==> src/rtl/d_ptr_unit_if.sv <==
// Command and data-memory bus bundle for d_ptr_unit.
// The master modport is the pointer unit's view; slave is the environment's view.
interface d_ptr_unit_if #(
  parameter int unsigned d_addr_width = 8
);
  logic                    cmd_valid;
  logic [2:0]              cmd_op;
  logic [7:0]              cmd_wdata;
  logic                    cmd_ready;
  logic                    done;
  logic [d_addr_width-1:0] ptr;
  logic [7:0]              cell_data;
  logic                    cell_zero;
  logic                    err;
  logic                    d_req;
  logic                    d_dir;
  logic [d_addr_width-1:0] d_addr;
  logic [7:0]              d_wdata;
  logic                    d_ack;
  logic [7:0]              d_rdata;

  modport master (
    input  cmd_valid, cmd_op, cmd_wdata, d_ack, d_rdata,
    output cmd_ready, done, ptr, cell_data, cell_zero, err,
           d_req, d_dir, d_addr, d_wdata
  );

  modport slave (
    output cmd_valid, cmd_op, cmd_wdata, d_ack, d_rdata,
    input  cmd_ready, done, ptr, cell_data, cell_zero, err,
           d_req, d_dir, d_addr, d_wdata
  );
endinterface

==> src/rtl/d_ptr_unit.sv <==
// Data-pointer / cell unit: pointer moves, cell load/store and read-modify-write inc/dec.
// Define D_PTR_BOUNDS_EN to clamp the pointer to [0, d_mem_length-1] and flag a sticky err.
module d_ptr_unit #(
  parameter int unsigned d_addr_width = 8,
  parameter int unsigned d_mem_length = 64
) (
  input logic          clk,
  input logic          rst,
  d_ptr_unit_if.master bus
);

  if (d_mem_length == 0 || d_mem_length > (1 << d_addr_width)) begin : g_bad_len
    $error("d_mem_length must be in 1 .. 2**d_addr_width");
  end

  typedef enum logic [2:0] {StIdle, StRdReq, StRdGap, StWrReq, StDone} state_e;

  localparam logic [2:0] OpPtrInc    = 3'd0;
  localparam logic [2:0] OpPtrDec    = 3'd1;
  localparam logic [2:0] OpCellInc   = 3'd2;
  localparam logic [2:0] OpCellDec   = 3'd3;
  localparam logic [2:0] OpCellLoad  = 3'd4;
  localparam logic [2:0] OpCellStore = 3'd5;

  state_e                  state_q, state_d;
  logic [2:0]              op_q, op_d;
  logic [d_addr_width-1:0] ptr_q, ptr_d;
  logic [7:0]              cell_q, cell_d;
  logic [7:0]              wdata_q, wdata_d;
  logic                    err_q, err_d;

  always_comb begin
    state_d = state_q;
    op_d    = op_q;
    ptr_d   = ptr_q;
    cell_d  = cell_q;
    wdata_d = wdata_q;
    err_d   = err_q;
    unique case (state_q)
      StIdle: begin
        if (bus.cmd_valid) begin
          op_d = bus.cmd_op;
          case (bus.cmd_op)
            OpPtrInc: begin
`ifdef D_PTR_BOUNDS_EN
              if (ptr_q == d_addr_width'(d_mem_length - 1)) err_d = 1'b1;
              else                                           ptr_d = ptr_q + 1'b1;
`else
              ptr_d = ptr_q + 1'b1;
`endif
              state_d = StDone;
            end
            OpPtrDec: begin
`ifdef D_PTR_BOUNDS_EN
              if (ptr_q == '0) err_d = 1'b1;
              else             ptr_d = ptr_q - 1'b1;
`else
              ptr_d = ptr_q - 1'b1;
`endif
              state_d = StDone;
            end
            OpCellInc, OpCellDec, OpCellLoad: state_d = StRdReq;
            OpCellStore: begin
              wdata_d = bus.cmd_wdata;
              state_d = StWrReq;
            end
            default: state_d = StDone;
          endcase
        end
      end
      StRdReq: begin
        if (bus.d_ack) begin
          if (op_q == OpCellLoad) begin
            cell_d  = bus.d_rdata;
            state_d = StDone;
          end else begin
            // Read half of inc/dec: stage the modified value for the write-back.
            wdata_d = (op_q == OpCellInc) ? bus.d_rdata + 8'd1 : bus.d_rdata - 8'd1;
            state_d = StRdGap;
          end
        end
      end
      StRdGap: state_d = StWrReq;
      StWrReq: begin
        if (bus.d_ack) begin
          cell_d  = wdata_q;
          state_d = StDone;
        end
      end
      StDone:  state_d = StIdle;
      default: state_d = StIdle;
    endcase
  end

  always_ff @(posedge clk) begin
    if (rst) begin
      state_q <= StIdle;
      op_q    <= '0;
      ptr_q   <= '0;
      cell_q  <= '0;
      wdata_q <= '0;
      err_q   <= 1'b0;
    end else begin
      state_q <= state_d;
      op_q    <= op_d;
      ptr_q   <= ptr_d;
      cell_q  <= cell_d;
      wdata_q <= wdata_d;
      err_q   <= err_d;
    end
  end

  assign bus.cmd_ready = (state_q == StIdle);
  assign bus.done      = (state_q == StDone);
  assign bus.d_req     = (state_q == StRdReq) || (state_q == StWrReq);
  assign bus.d_dir     = (state_q == StWrReq);
  assign bus.d_addr    = ptr_q;
  assign bus.d_wdata   = wdata_q;
  assign bus.ptr       = ptr_q;
  assign bus.cell_data = cell_q;
  assign bus.cell_zero = (cell_q == 8'd0);
`ifdef D_PTR_BOUNDS_EN
  assign bus.err       = err_q;
`else
  assign bus.err       = 1'b0;
`endif

endmodule
==> src/flat_wrapper.sv <==
// flat-port wrapper written by rule: the top's interface ports become plain ports
module d_ptr_unit_flat 
#(
  parameter int unsigned d_addr_width = 8,
  parameter int unsigned d_mem_length = 64
)
  (clk, rst, bus_cmd_valid, bus_cmd_op, bus_cmd_wdata, bus_d_ack, bus_d_rdata, bus_cmd_ready, bus_done, bus_ptr, bus_cell_data, bus_cell_zero, bus_err, bus_d_req, bus_d_dir, bus_d_addr, bus_d_wdata);
  d_ptr_unit_if #(.d_addr_width(d_addr_width)) bus_i ();
  input logic clk;
  input logic rst;
  input wire logic [$bits(bus_i.cmd_valid)-1:0] bus_cmd_valid;
  input wire logic [$bits(bus_i.cmd_op)-1:0] bus_cmd_op;
  input wire logic [$bits(bus_i.cmd_wdata)-1:0] bus_cmd_wdata;
  input wire logic [$bits(bus_i.d_ack)-1:0] bus_d_ack;
  input wire logic [$bits(bus_i.d_rdata)-1:0] bus_d_rdata;
  output wire logic [$bits(bus_i.cmd_ready)-1:0] bus_cmd_ready;
  output wire logic [$bits(bus_i.done)-1:0] bus_done;
  output wire logic [$bits(bus_i.ptr)-1:0] bus_ptr;
  output wire logic [$bits(bus_i.cell_data)-1:0] bus_cell_data;
  output wire logic [$bits(bus_i.cell_zero)-1:0] bus_cell_zero;
  output wire logic [$bits(bus_i.err)-1:0] bus_err;
  output wire logic [$bits(bus_i.d_req)-1:0] bus_d_req;
  output wire logic [$bits(bus_i.d_dir)-1:0] bus_d_dir;
  output wire logic [$bits(bus_i.d_addr)-1:0] bus_d_addr;
  output wire logic [$bits(bus_i.d_wdata)-1:0] bus_d_wdata;
  assign bus_i.cmd_valid = bus_cmd_valid;
  assign bus_i.cmd_op = bus_cmd_op;
  assign bus_i.cmd_wdata = bus_cmd_wdata;
  assign bus_i.d_ack = bus_d_ack;
  assign bus_i.d_rdata = bus_d_rdata;
  assign bus_cmd_ready = bus_i.cmd_ready;
  assign bus_done = bus_i.done;
  assign bus_ptr = bus_i.ptr;
  assign bus_cell_data = bus_i.cell_data;
  assign bus_cell_zero = bus_i.cell_zero;
  assign bus_err = bus_i.err;
  assign bus_d_req = bus_i.d_req;
  assign bus_d_dir = bus_i.d_dir;
  assign bus_d_addr = bus_i.d_addr;
  assign bus_d_wdata = bus_i.d_wdata;
  d_ptr_unit #(.d_addr_width(d_addr_width), .d_mem_length(d_mem_length)) u_core (.clk(clk), .rst(rst), .bus(bus_i));
endmodule
==> config.mk <==
export PLATFORM = sky130hd
export DESIGN_NAME = d_ptr_unit_flat
export DESIGN_NICKNAME = d
export VERILOG_FILES = /design/src/rtl/d_ptr_unit_if.sv /design/src/rtl/d_ptr_unit.sv /design/src/flat_wrapper.sv
export SDC_FILE = /design/constraint.sdc
export NUM_CORES = 1
export LEC_CHECK = 0
export ABC_CLOCK_PERIOD_IN_PS = 3500
export CAP_MARGIN = 30
export CORE_MARGIN = 1.5
export CORE_UTILIZATION = 48
export DETAILED_ROUTE_END_ITERATION = 8
export GPL_ROUTABILITY_DRIVEN = 0
export PLACE_DENSITY_LB_ADDON = 0.15
export SYNTH_ARGS = -nofsm -noshare
export SYNTH_HDL_FRONTEND = slang
export SYNTH_SLANG_ARGS = --single-unit
==> constraint.sdc <==
create_clock -name clk -period 3.5 [get_ports clk]
set_clock_uncertainty 0.1 [all_clocks]
set_input_delay 0.7 -clock clk [delete_from_list [all_inputs] [get_ports clk]]
set_output_delay 0.7 -clock clk [all_outputs]
set_load 0.05 [all_outputs]
After elaboration in Yosys (flattened, before gate mapping):

Cells that the tools add are included.

* flip-flop bits (word level): 30
* bits of input ports: 23
* output and inout bits: 38
* logic and storage cells: 56

* add/sub/neg operators: 4
* equality and inequality tests: 17
* mux-type cells: 17
* reductions and logical operators: 13

Operators by type and width (count)
* $mux W8: 8
* $pmux W8 S2: 3
* $add A8 B1 Y8 const B: 2
* $sub A8 B1 Y8 const B: 2
* $eq A3 B2 Y1 const B: 5
* $eq A3 B3 Y1 const B: 4
* $mux W3: 4
* $pmux W3 S4: 1
* $logic_not A8 Y1: 1
* $ne A2 B2 Y1 const B: 4
* $eq A3 B1 Y1 const B: 2
* $logic_not A3 Y1: 2
* $pmux W3 S2: 1
* $reduce_and A3 Y1: 2
* $reduce_bool A2 Y1: 3
* $reduce_and A5 Y1: 1
* $ne A2 B1 Y1 const B: 2
* $reduce_and A4 Y1: 1
* $reduce_or A3 Y1: 1
* $reduce_and A2 Y1: 1
* $logic_or A1 B1 Y1: 1

Logic depth before layout (Yosys ltp):

* depth after elaboration: 5
* depth in mapped cells: 9
* gate-level depth less buffers: 8

Least setup slack after synthesis:

OpenSTA, ideal clock, no wires.

* kind: input to register
* start point: in bus_cmd_op[1]
* end point: reg u_core.ptr_q[6], in the netlist u_core.bus.d_addr[6]
* setup time: 123 ps
* data arrival time: 2573 ps
* data required time: 3277 ps
* setup slack: 704 ps
* stages: 9
* path buffers: 1
* cells stage by stage: or3b_4 > buf_6 > xnor2_1 > ha_1 > or2_2 > a21oi_1 > o21ai_1 > mux2i_1 > mux2_1

* word-level cells in the longest chain between the ends: 3
* elaborated cells between the ends (all ways): 5
* those cells by class: eq/ne (1); mux (1); reduce/logical (3)

RTL lines
* start, declared: line flat_wrapper.sv:12 `input wire logic [$bits(bus_i.cmd_op)-1:0] bus_cmd_op;`
* $eq A3 B1 Y1 / $logic_not A3 Y1 (equally long branches): line d_ptr_unit.sv:43 `case (bus.cmd_op)`
* $reduce_bool A2 Y1 (no line)
* $reduce_and A3 Y1 (no line)
* end signal, assigned: line d_ptr_unit.sv:106 `ptr_q <= ptr_d;`
* end, declared: line d_ptr_unit.sv:27 `logic [d_addr_width-1:0] ptr_q, ptr_d;`

Parallel ways exist; a longest one is shown, timed or not.
A chain may end at the register's enable or synchronous reset.

Final worst setup path:

* start point: reg u_core.state_q[0]
* end point: out bus_d_dir

* word-level cells in the longest chain between the ends: 1

RTL lines
* start, declared: line d_ptr_unit.sv:25 `state_e state_q, state_d;`
* start signal, assigned: line d_ptr_unit.sv:97 `state_q <= StIdle;`
* start signal, assigned: line d_ptr_unit.sv:104 `state_q <= state_d;`
* $eq A3 B2 Y1: line d_ptr_unit.sv:116 `assign bus.d_dir = (state_q == StWrReq);`
* end, declared: line flat_wrapper.sv:23 `output wire logic [$bits(bus_i.d_dir)-1:0] bus_d_dir;`

Every way passes these cells.

==> impl_metrics.env <==
export IMPL_p_clk_frac=0.267
export IMPL_power_frac_comb=0.366
export IMPL_finalWirelength_um=4830
export IMPL_die_x_um=69.0
export IMPL_seq_area_um2=601
export IMPL_clock_path_buffers=2
export IMPL_synth_edf_count=0
export IMPL_nets=342
export IMPL_fin_crit_sh=0.849
export IMPL_cts_made_buffers=5
export IMPL_yosys_area_top_type="dfxtp_1"
export IMPL_portBuffers=59
export IMPL_grt_antenna_before_repair=0
export IMPL_setup_ws_ns=0.527
export IMPL_synth_seq_cells=30
export IMPL_io_pins=61
export IMPL_cap_viol_max_count=0
export IMPL_cp_slowest_cell="clkdlybuf4s50_1"
export IMPL_nFillCells=391
export IMPL_path_clk_slew_ns=0.06
export IMPL_drive_above_1_share=0.0677
export IMPL_power_density_nw_per_um2=397
export IMPL_timing_hold_ws_ns=0.400
export IMPL_synth_distinct_cells=58
export IMPL_fp_dieArea_um2=4760
export IMPL_cp_required_ns=2.70
export IMPL_grt_pass1_vias=1596
export IMPL_critPathMaxStageDelay_ns=0.80
export IMPL_start_util=0.511
export IMPL_yosys_warnings=0
export IMPL_worstSetupEndpointType="primary output"
export IMPL_drc=0
export IMPL_syn_to_final_growth_pct=29.4
export IMPL_whs_path_depth=2
export IMPL_p_switching_uw=398
export IMPL_layout_commonest_cell="clkdlybuf4s50_1"
export IMPL_switching_share=0.370
export IMPL_seqPwrFrac=0.368
export IMPL_dieHeight_um=69.0
export IMPL_hold_violations=0
export IMPL_grt_total_usage=0.212
export IMPL_vdd_ir_drop_max_mv=0.259
export IMPL_p_int_uw=677
export IMPL_hpwl_um=3700
export IMPL_synthArstFlopShare=0
export IMPL_worstMarginPinSlew_ns=0.789
export IMPL_yosysTopAreaCellShare=0.287
export IMPL_finalPower_mw=1.07
export IMPL_core_area_um2=4090
export IMPL_max_freq_mhz=336
export IMPL_worstPathArrival_ns=2.17
export IMPL_cts_max_level=2
export IMPL_clock_latency_ns=0.28
export IMPL_firstDrtPassIters=4
export IMPL_tritoncts="built"
export IMPL_syn_inst=264
export IMPL_cp_cell_sequence="and2b_1 -> nand2_1 -> clkinv_1 -> clkdlybuf4s50_1"
export IMPL_num_vias=1976
export IMPL_status="finished, final reports clean"
export IMPL_postSynthAreaPerCell_um2=7.91
export IMPL_initialDrtViolationCount=158
export IMPL_place_ws_ns=0.255
export IMPL_critPathKind="flop to primary output"
export IMPL_slew_limit_headroom=0.473
export IMPL_rows=23
export IMPL_period_minus_slack_ns=2.97
export IMPL_grt_pass1_wl_um=7460
export IMPL_multiInputGateArea_um2=1310
export IMPL_ctsResizeCount=0
export IMPL_synth_area_leaders="dfxtp_1, nor2_1, nand2_1"
export IMPL_cts_sinks=30
export IMPL_layout_common_cells="clkdlybuf4s50_1, nor2_1, nand2_1"
export IMPL_crit_fanout=11
export IMPL_antenna_left=0
export IMPL_rsz0062_at_grt="false"
export IMPL_root_buffer="clkbuf_8"
export IMPL_setup_viol=0
export IMPL_viasPerCell=5.49
export IMPL_cts_hold_buf=0
export IMPL_worstHoldPathType="flop to flop"
export IMPL_grt_max_degree=24
export IMPL_syn_nets=297
export IMPL_syn_area_um2=2090
export IMPL_worstRegToRegCells=8
export IMPL_grt_overflow=0
export IMPL_ys_seq_area_frac=0.287
export IMPL_diodes=0
export IMPL_synth_ff_type="dfxtp_1"
export IMPL_start_kind="flop"
export IMPL_finalSetupTns_ns=0
export IMPL_cts_setup_buffers=0
export IMPL_wire_per_inst_um=13.4
export IMPL_power_leakage_nw=1.06
export IMPL_drv_slew=0
## critical path: cells and delay by family, from the launching register on
kind / cells / cell delay (ns)
simple gates: 2 / 0.44
buf+inv: 2 / 0.91
flops: 1 / 0.54
## metal layers
metal	vias up	part of all wire	global-route usage
met5	-	0	0
met4	0	0.011	0.0588
met3	6	0.051	0.0487
met2	54	0.44	0.337
met1	895	0.50	0.288
li1	1021	-	-
## kinds of logic (layout without fill, tap and decap cells)
group | count (synthesis) | after routing | share of synthesized area
fa+ha+maj | 10 | 10 | 0.0635
other cells | 1 | 1 | 0.00179
xor+xnor | 10 | 10 | 0.0419
compound gates | 63 | 63 | 0.224
flops | 30 | 30 | 0.287
mux | 9 | 9 | 0.0443
buf+inv | 32 | 78 | 0.0874
simple gates | 109 | 109 | 0.250
## cell usage after synthesis (2+ instances only)
library cell	instances
a211o_1	2
a211oi_1	5
a21o_1	3
a21oi_1	13
a311oi_1	11
and2_1	2
and3_1	3
buf_2	2
buf_4	14
clkbuf_1	6
dfxtp_1	30
ha_1	9
inv_1	6
mux2_1	2
mux2i_1	7
nand2_1	33
nand3_1	2
nor2_1	39
nor2b_1	2
nor3_1	7
nor3b_1	4
nor4_1	2
o21a_1	2
o21ai_0	12
o21ai_1	2
o31a_1	2
o31ai_1	2
or4_1	2
xnor2_1	4
xor2_1	6
## state kept, by name, summed over array words and instances, names as in the netlist
name	flops
u_core.bus.cell_data	8
u_core.bus.d_addr	8
u_core.bus.d_wdata	8
u_core.op_q	3
u_core.state_q	3
## layout make-up
type / instances / share of cell area
Clock inverter: 1 / 0.00185
Timing Repair Buffer: 62 / 0.227
Clock buffer: 7 / 0.0319
Tap cell: 50 / 0.0231
Sequential cell: 30 / 0.222
Multi-Input combinational cell: 202 / 0.483
Inverter: 8 / 0.0111
## final timing paths
kind              slack (ns)                                from                              endpoint
hold reg to reg         0.40  u_core.bus.d_wdata[1]$_SDFFE_PP0P_  u_core.bus.cell_data[1]$_SDFFE_PP0P_
setup / recovery        0.53      u_core.state_q[0]$_SDFFE_PP0P_                             bus_d_dir
setup reg to reg        0.79         u_core.op_q[1]$_SDFFE_PP0P_    u_core.bus.d_wdata[7]$_SDFFE_PP0P_
hold / removal          0.40  u_core.bus.d_wdata[1]$_SDFFE_PP0P_  u_core.bus.cell_data[1]$_SDFFE_PP0P_
## stage by stage
stage / cells / utilization / cell area (µm²)
floorplan: 264 / - / 2090
global placement: 352 / 0.639 / 2610
detailed placement: 352 / 0.639 / 2610
CTS: 360 / 0.662 / 2700
global route: 360 / 0.662 / 2700
finish: 360 / 0.662 / 2700
## power by group through the flow
stage	sequential (mW)	combinational [mW]	clock [mW]
final	0.395	0.393	0.287
after global routing	0.399	0.424	0.305
after CTS	0.395	0.393	0.294
after detailed placement	0.402	0.391	0
after global placement	0.402	0.389	0
after floorplan	0.444	0.240	0
Note: power is estimated with default switching activity, not from simulation.
